<file path="src/rtl/spdif_sample_sched_pkg.sv">
// Shared constants for the S/PDIF sample scheduler: sample width,
// FSM state encodings and the test-tone packing helper.
package spdif_sample_sched_pkg;

  localparam int SAMPLE_W = 24;
  localparam int PAIR_W   = 2 * SAMPLE_W;

  // FSM state encodings, kept as plain constants so legacy tools can read them.
  localparam logic [2:0] ST_IDLE   = 3'd0;
  localparam logic [2:0] ST_PRIME  = 3'd1;
  localparam logic [2:0] ST_RUN    = 3'd2;
  localparam logic [2:0] ST_STARVE = 3'd3;
  localparam logic [2:0] ST_TONE   = 3'd4;

  // The 16-bit tone accumulator sits in the middle of the 24-bit word.
  localparam int TONE_PAD_HI = 2;
  localparam int TONE_PAD_LO = 6;

  function automatic logic [SAMPLE_W-1:0] tone_pack(input logic [15:0] acc);
    return {{TONE_PAD_HI{1'b0}}, acc, {TONE_PAD_LO{1'b0}}};
  endfunction

endpackage

</file>
<file path="src/rtl/spdif_sample_sched_fifo.sv">
// Stereo sample FIFO: 48-bit entries, 2^DEPTH_LOG deep, combinational head read.
// Pointers carry one extra MSB so full and empty can be told apart.
module sample_fifo
  import spdif_sample_sched_pkg::*;
#(
  parameter int DEPTH_LOG = 4
) (
  input  logic                 clk,
  input  logic                 rst,
  input  logic                 flush_i,
  input  logic                 push_i,
  input  logic [PAIR_W-1:0]    wdata_i,
  input  logic                 pop_i,
  output logic [PAIR_W-1:0]    rdata_o,
  output logic                 full_o,
  output logic                 empty_o,
  output logic [DEPTH_LOG:0]   level_o
);

  localparam int DEPTH = 1 << DEPTH_LOG;

  logic [PAIR_W-1:0]  mem_q [DEPTH];
  logic [DEPTH_LOG:0] wr_ptr_q, wr_ptr_d;
  logic [DEPTH_LOG:0] rd_ptr_q, rd_ptr_d;
  logic               do_push, do_pop;

  assign level_o = wr_ptr_q - rd_ptr_q;
  assign empty_o = (wr_ptr_q == rd_ptr_q);
  assign full_o  = (wr_ptr_q[DEPTH_LOG] != rd_ptr_q[DEPTH_LOG]) &&
                   (wr_ptr_q[DEPTH_LOG-1:0] == rd_ptr_q[DEPTH_LOG-1:0]);
  assign rdata_o = mem_q[rd_ptr_q[DEPTH_LOG-1:0]];

  assign do_push = push_i && !full_o && !flush_i;
  assign do_pop  = pop_i && !empty_o && !flush_i;

  // Next pointer values; a flush returns both pointers to zero.
  always_comb begin
    wr_ptr_d = wr_ptr_q;
    rd_ptr_d = rd_ptr_q;
    if (flush_i) begin
      wr_ptr_d = '0;
      rd_ptr_d = '0;
    end else begin
      if (do_push) wr_ptr_d = wr_ptr_q + 1'b1;
      if (do_pop)  rd_ptr_d = rd_ptr_q + 1'b1;
    end
  end

  // Pointer registers.
  always_ff @(posedge clk or posedge rst) begin
    if (rst) begin
      wr_ptr_q <= '0;
      rd_ptr_q <= '0;
    end else begin
      wr_ptr_q <= wr_ptr_d;
      rd_ptr_q <= rd_ptr_d;
    end
  end

  // Sample storage write port.
  // NOTE: storage has no reset; the pointers alone decide what is valid, and
  // leaving the array unreset lets it map onto plain RAM/register-file cells.
  always_ff @(posedge clk) begin
    if (do_push) mem_q[wr_ptr_q[DEPTH_LOG-1:0]] <= wdata_i;
  end

endmodule

</file>
<file path="src/rtl/spdif_sample_sched.sv">
// Scheduler between audio producers and the S/PDIF encoder: primes a FIFO,
// hands one stereo pair per encoder ack, fills underruns with invalid
// silence, and can replace the stream with an internal triangle tone.
module spdif_sample_sched
  import spdif_sample_sched_pkg::*;
#(
  parameter int DEPTH_LOG   = 4,
  parameter int PRIME_LEVEL = 8,
  parameter int TONE_STEP   = 1024
) (
  input  logic                 clk,
  input  logic                 rst,
  input  logic [SAMPLE_W-1:0]  in_l,
  input  logic [SAMPLE_W-1:0]  in_r,
  input  logic                 in_valid,
  output logic                 in_ready,
  input  logic                 ctrl_enable,
  input  logic                 ctrl_tone,
  output logic [SAMPLE_W-1:0]  tx_l,
  output logic [SAMPLE_W-1:0]  tx_r,
  output logic                 tx_valid,
  input  logic                 tx_ack,
  output logic [DEPTH_LOG:0]   stat_level,
  output logic [15:0]          stat_underrun,
  output logic                 stat_running
);

  localparam logic [DEPTH_LOG:0] PRIME_LVL = (DEPTH_LOG + 1)'(PRIME_LEVEL);
  localparam logic [15:0]        STEP      = 16'(TONE_STEP);

  logic [2:0]          state_q, state_d;
  logic [SAMPLE_W-1:0] tx_l_q, tx_l_d, tx_r_q, tx_r_d;
  logic                tx_valid_q, tx_valid_d;
  logic [15:0]         acc_q, acc_d;
  logic [15:0]         underrun_q, underrun_d;

  logic                fifo_flush, fifo_push, fifo_pop;
  logic                fifo_full, fifo_empty;
  logic [PAIR_W-1:0]   fifo_rdata;
  logic [DEPTH_LOG:0]  fifo_level;
  logic [15:0]         acc_next;

  assign fifo_flush = (state_q == ST_IDLE) || !ctrl_enable;
  assign in_ready   = (state_q != ST_IDLE) && !fifo_full;
  assign fifo_push  = in_valid && in_ready;
  assign acc_next   = acc_q + STEP;

  sample_fifo #(
    .DEPTH_LOG (DEPTH_LOG)
  ) u_fifo (
    .clk     (clk),
    .rst     (rst),
    .flush_i (fifo_flush),
    .push_i  (fifo_push),
    .wdata_i ({in_l, in_r}),
    .pop_i   (fifo_pop),
    .rdata_o (fifo_rdata),
    .full_o  (fifo_full),
    .empty_o (fifo_empty),
    .level_o (fifo_level)
  );

  // Next-state, output-load and pop decisions for the playback FSM.
  // NOTE: combinational logic uses blocking '=' and assigns every target a
  // default first, so no path leaves a value unassigned and no latch appears.
  always_comb begin
    state_d    = state_q;
    tx_l_d     = tx_l_q;
    tx_r_d     = tx_r_q;
    tx_valid_d = tx_valid_q;
    acc_d      = acc_q;
    underrun_d = underrun_q;
    fifo_pop   = 1'b0;

    if (!ctrl_enable) begin
      state_d    = ST_IDLE;
      tx_l_d     = '0;
      tx_r_d     = '0;
      tx_valid_d = 1'b0;
    end else begin
      case (state_q)
        ST_IDLE: begin
          state_d = ctrl_tone ? ST_TONE : ST_PRIME;
        end
        ST_PRIME, ST_STARVE: begin
          if (fifo_level >= PRIME_LVL) begin
            // Entry into RUN loads the head; a coincident ack is absorbed.
            state_d    = ST_RUN;
            tx_l_d     = fifo_rdata[PAIR_W-1:SAMPLE_W];
            tx_r_d     = fifo_rdata[SAMPLE_W-1:0];
            tx_valid_d = 1'b1;
            fifo_pop   = 1'b1;
          end else if (tx_ack) begin
            tx_l_d     = '0;
            tx_r_d     = '0;
            tx_valid_d = 1'b0;
          end
        end
        ST_RUN: begin
          if (tx_ack) begin
            if (!fifo_empty) begin
              tx_l_d     = fifo_rdata[PAIR_W-1:SAMPLE_W];
              tx_r_d     = fifo_rdata[SAMPLE_W-1:0];
              tx_valid_d = 1'b1;
              fifo_pop   = 1'b1;
            end else begin
              tx_l_d     = '0;
              tx_r_d     = '0;
              tx_valid_d = 1'b0;
              state_d    = ST_STARVE;
              if (underrun_q != 16'hFFFF) underrun_d = underrun_q + 16'd1;
            end
          end
        end
        ST_TONE: begin
          if (!ctrl_tone) begin
            state_d = ST_PRIME;
          end else if (tx_ack) begin
            acc_d      = acc_next;
            tx_l_d     = tone_pack(acc_next);
            tx_r_d     = tone_pack(acc_next);
            tx_valid_d = 1'b1;
          end
        end
        default: begin
          state_d = ST_IDLE;
        end
      endcase
    end
  end

  // State, output and statistics registers.
  always_ff @(posedge clk or posedge rst) begin
    if (rst) begin
      state_q    <= ST_IDLE;
      tx_l_q     <= '0;
      tx_r_q     <= '0;
      tx_valid_q <= 1'b0;
      acc_q      <= '0;
      underrun_q <= '0;
    end else begin
      state_q    <= state_d;
      tx_l_q     <= tx_l_d;
      tx_r_q     <= tx_r_d;
      tx_valid_q <= tx_valid_d;
      acc_q      <= acc_d;
      underrun_q <= underrun_d;
    end
  end

  assign tx_l          = tx_l_q;
  assign tx_r          = tx_r_q;
  assign tx_valid      = tx_valid_q;
  assign stat_level    = fifo_level;
  assign stat_underrun = underrun_q;
  assign stat_running  = (state_q == ST_RUN) || (state_q == ST_TONE);

endmodule

</file>
<file path="config.mk">
export PLATFORM = sky130hd
export DESIGN_NAME = spdif_sample_sched
export DESIGN_NICKNAME = d
export VERILOG_FILES = /design/src/rtl/spdif_sample_sched_pkg.sv /design/src/rtl/spdif_sample_sched_fifo.sv /design/src/rtl/spdif_sample_sched.sv
export SDC_FILE = /design/constraint.sdc
export NUM_CORES = 1
export LEC_CHECK = 0
export ABC_AREA = 1
export BUFFER_PORTS_ARGS = -buffer_cell sky130_fd_sc_hd__buf_4
export CAP_MARGIN = 15
export CELL_PAD_IN_SITES_DETAIL_PLACEMENT = 0
export CELL_PAD_IN_SITES_GLOBAL_PLACEMENT = 2
export CORE_MARGIN = 3
export CORE_UTILIZATION = 46
export DETAILED_ROUTE_END_ITERATION = 6
export PLACE_DENSITY_LB_ADDON = 0.1
export SLEW_MARGIN = 20
export SYNTH_ARGS = -nofsm -noshare
export SYNTH_HDL_FRONTEND = slang
export SYNTH_SLANG_ARGS = --single-unit
</file>
<file path="constraint.sdc">
create_clock -name clk -period 7.1 [get_ports clk]
set_input_delay 1.42 -clock clk [delete_from_list [all_inputs] [get_ports clk]]
set_output_delay 1.42 -clock clk [all_outputs]
set_load 0.02 [all_outputs]
</file>
==> metrics.txt <==
Post-CTS Resized=0; CTS Buf Count=89; Unique masters post-synth=33; post-synthesis cell count=2,869; final cell count without fillers=3,987; Synth Area in XOR/XNOR=0.456%; RSZ-0062 raised after global routing=false; initial antenna violation count=0; Crit-path slowest cell=dfrtp_4; Remaining DRCs=0; Seq/Total Area, Yosys=72.8%; status=complete, no violations; Slew Limit Fails=0; DRT iter0 DRCs=1,901; Port Buffers=125; flop2flop setup slack=1.60 ns; CP Buf/Inv Count=2; hold path start=tx_r[2]$_DFFE_PP0P_; mapped cell area=34,600 sq um; mux cell area share after synthesis=0.0326%; CP Class=reg -> reg; Max IR drop VDD=0.185 mV; dominant cells by area after synthesis=edfxtp_1, dfrtp_1, nor2_1, o21ai_0, nand2_1; proportion of layout cells with a drive suffix above 1=11.0%; vias per cell=5.52; DR WL/cell=22.3 um; Worst Path Max Fanout=86; std cell rows=99; area growth from synthesis to layout=13.3%; post-CTS setup buffers=0; CTS tree=yes; Avg Cell Area, Syn=12.0 sq um; Placer Congestion=0.777; CP top delay family=simple AND/OR/NAND/NOR gates; worst min path class=reg -> reg; final setup vio count=0; CTS sink cnt=852; antenna cell count=0; Crit path largest cell delay=1.06 ns; Req. time, crit path=7.37 ns; post-synthesis simple-gate area fraction=13.8%; hold endpoint=tx_r[2]$_DFFE_PP0P_; main combinational cell family by area after synthesis=simple AND/OR/NAND/NOR gates; Antenna Nets Post-Route=0; IO Pins=126; placed cells=3,820; largest net degree at the start of global routing=127; syn nets=2,935; initial core utilization=46.9%; commonest non-fill, non-tap cell in the layout=edfxtp_1; Die Y=280 um; FFs w/ async S/R, synth=9.86%; Sum Neg Setup Slack=0 ns; minimum clock period=5.50 ns; Reg2Reg Capture Point=u_fifo.mem_q[12][31]$_DFFE_PP_; Post-synth EDFFs=768; final hold vios=0; drt pass-1 iters=6; CP endpoint kind=register; vias in the first global route=21,728; global-route wire length before repair=135,000 um; core area=73,700 sq um; commonest non-fill, non-tap cells in the layout=edfxtp_1, nor2_1, nand2_1, o21ai_0, nand3_1; vias=22,006; die footprint=78,500 sq um; dpl hpwl=49,800 um; adder-cell share of the synthesized area=0.456%; Yosys top cell by area=edfxtp_1; Hold Buf Count CTS=0; GR Util All Layers=22.6%; most frequent CP cell=nand2_1; synth warn=0; Relative slew margins=29.3%; CTS clk-pin slew, worst paths=0.06 ns; CTS max path bufs=3; total gr overflow=0; # fillers=6,342; Final #Nets=3,020; Yosys top cell area share=66.7%; Worst R2R Path Depth=10; Hold Path Stages=2; Worst-Skew Late Latency=0.63 ns; WP data arrival=5.78 ns; most used flip-flop cell after synthesis=edfxtp_1; Startpoint Class=register; clock tree root buffer cell=clkbuf_16; Leakage Power=14.3 nW; R2R Path Start=u_fifo.rd_ptr_q[1]$_DFFE_PP0P_; Slew @ Worst Pin=1.06 ns; PwrDens=283 nW/um^2; die width=280 um; Post-Route WL=88,700 um; htree depth=3; Seq cells post-synth=852; Synth Area in Compound Gates=8.76%; fin crit share=77.5%; Post-Route Skew=0.0156 ns; fmax=0.182 GHz; sequence of cells on the critical path=clkinv_2 > ha_1 > nand2_1 > nor2_2 > nand2_1 > nand3_1 > nor2_1 > nand2_1 > nor2_4 > buf_4; maxcap violations=0
-- sequential cells by signal, indices dropped and copies added, names as in the netlist --
register,flops
tx_valid,1
u_fifo.mem_q,768
acc_q,6
u_fifo.rd_ptr_q,5
stat_underrun,16
tx_l,24
tx_r,24
u_fifo.wr_ptr_q,5
state_q,3
-- per-layer routing --
layer	wire length (um)	share of wire [%]	vias up	global-route usage, %
li1	-	-	10353	-
met1	39100	44	10981	31.0
met2	43700	49	552	38.3
met3	3810	4.3	120	3.06
met4	2130	2.4	0	5.99
met5	0	0	-	0
-- cell usage after synthesis, drive strengths merged (16+ instances only) --
cell,count
nand2,445
nand3,183
edfxtp,768
buf,102
o211ai,78
clkbuf,66
nor2,534
dfrtp,84
o21ai,380
xor2,16
o22ai,72
inv,86
-- report_power, final --
group | internal, mW | leakage (nW) | switching [mW]
sequential | 5.59 | 8.05 | 0.0752
clock | 2.73 | 1.43 | 1.90
combinational | 0.232 | 4.80 | 0.579
total | 8.55 | 14.3 | 2.55
-- worst max-delay path by stage --
stage	startpoint	endpoint	cells after the start
4_1_cts	u_fifo.rd_ptr_q[1]$_DFFE_PP0P_	u_fifo.mem_q[4][24]$_DFFE_PP_	10
5_1_grt	u_fifo.rd_ptr_q[1]$_DFFE_PP0P_	u_fifo.mem_q[13][28]$_DFFE_PP_	10
3_5_place_dp	u_fifo.rd_ptr_q[1]$_DFFE_PP0P_	u_fifo.mem_q[4][28]$_DFFE_PP_	10
3_3_place_gp	u_fifo.rd_ptr_q[1]$_DFFE_PP0P_	u_fifo.mem_q[4][26]$_DFFE_PP_	10
2_1_floorplan	ctrl_enable	u_fifo.mem_q[0][0]$_DFFE_PP_	5
6_report	u_fifo.rd_ptr_q[1]$_DFFE_PP0P_	u_fifo.mem_q[12][31]$_DFFE_PP_	10
-- through the flow --
| stage | utilization [%] | area [sq um] | setup slack (ns) | hold slack, ns | total power [mW] |
|---|---|---|---|---|---|
| after floorplan | - | 34600 | 2.60 | 0.497 | 6.21 |
| after global placement | 49.1 | 36200 | 1.66 | 0.464 | 6.57 |
| after detailed placement | 49.1 | 36200 | 1.59 | 0.468 | 6.58 |
| after CTS | 53.1 | 39100 | 1.57 | 0.484 | 11.2 |
| after global routing | 53.1 | 39200 | 1.31 | 0.504 | 11.5 |
| final | 53.1 | 39200 | 1.60 | 0.480 | 11.1 |
-- worst reg2reg max path: cells and delay by family, from the launching register on --
family	cells	cell delay (ns)
adder cells (fa/ha/maj)	1	0.60
buffers and inverters	2	1.50
flip-flops	1	1.06
AND/OR/NAND/NOR	7	1.95
-- logic make-up (layout without fill, tap and decap cells) --
family | count (synthesis) | count (layout)
AO/OA/AOI/OAI | 546 | 546
XOR/XNOR | 18 | 18
AND/OR/NAND/NOR | 1185 | 1185
buffers and inverters | 255 | 414
flip-flops | 852 | 852
adder cells (fa/ha/maj) | 12 | 12
multiplexers | 1 | 1
-- cell type report --
cell class                      instances  area (sq um)  area share [%]
Multi-Input combinational cell       1762          8260            21.1
Clock buffer                          127          2510            6.42
Timing Repair Buffer                  162          1270            3.24
Sequential cell                       852         25200            64.3
Tap cell                              959          1200            3.06
Clock inverter                         38           400            1.02
Inverter                               87           338           0.863
Note: power is estimated with default switching activity, not from simulation.
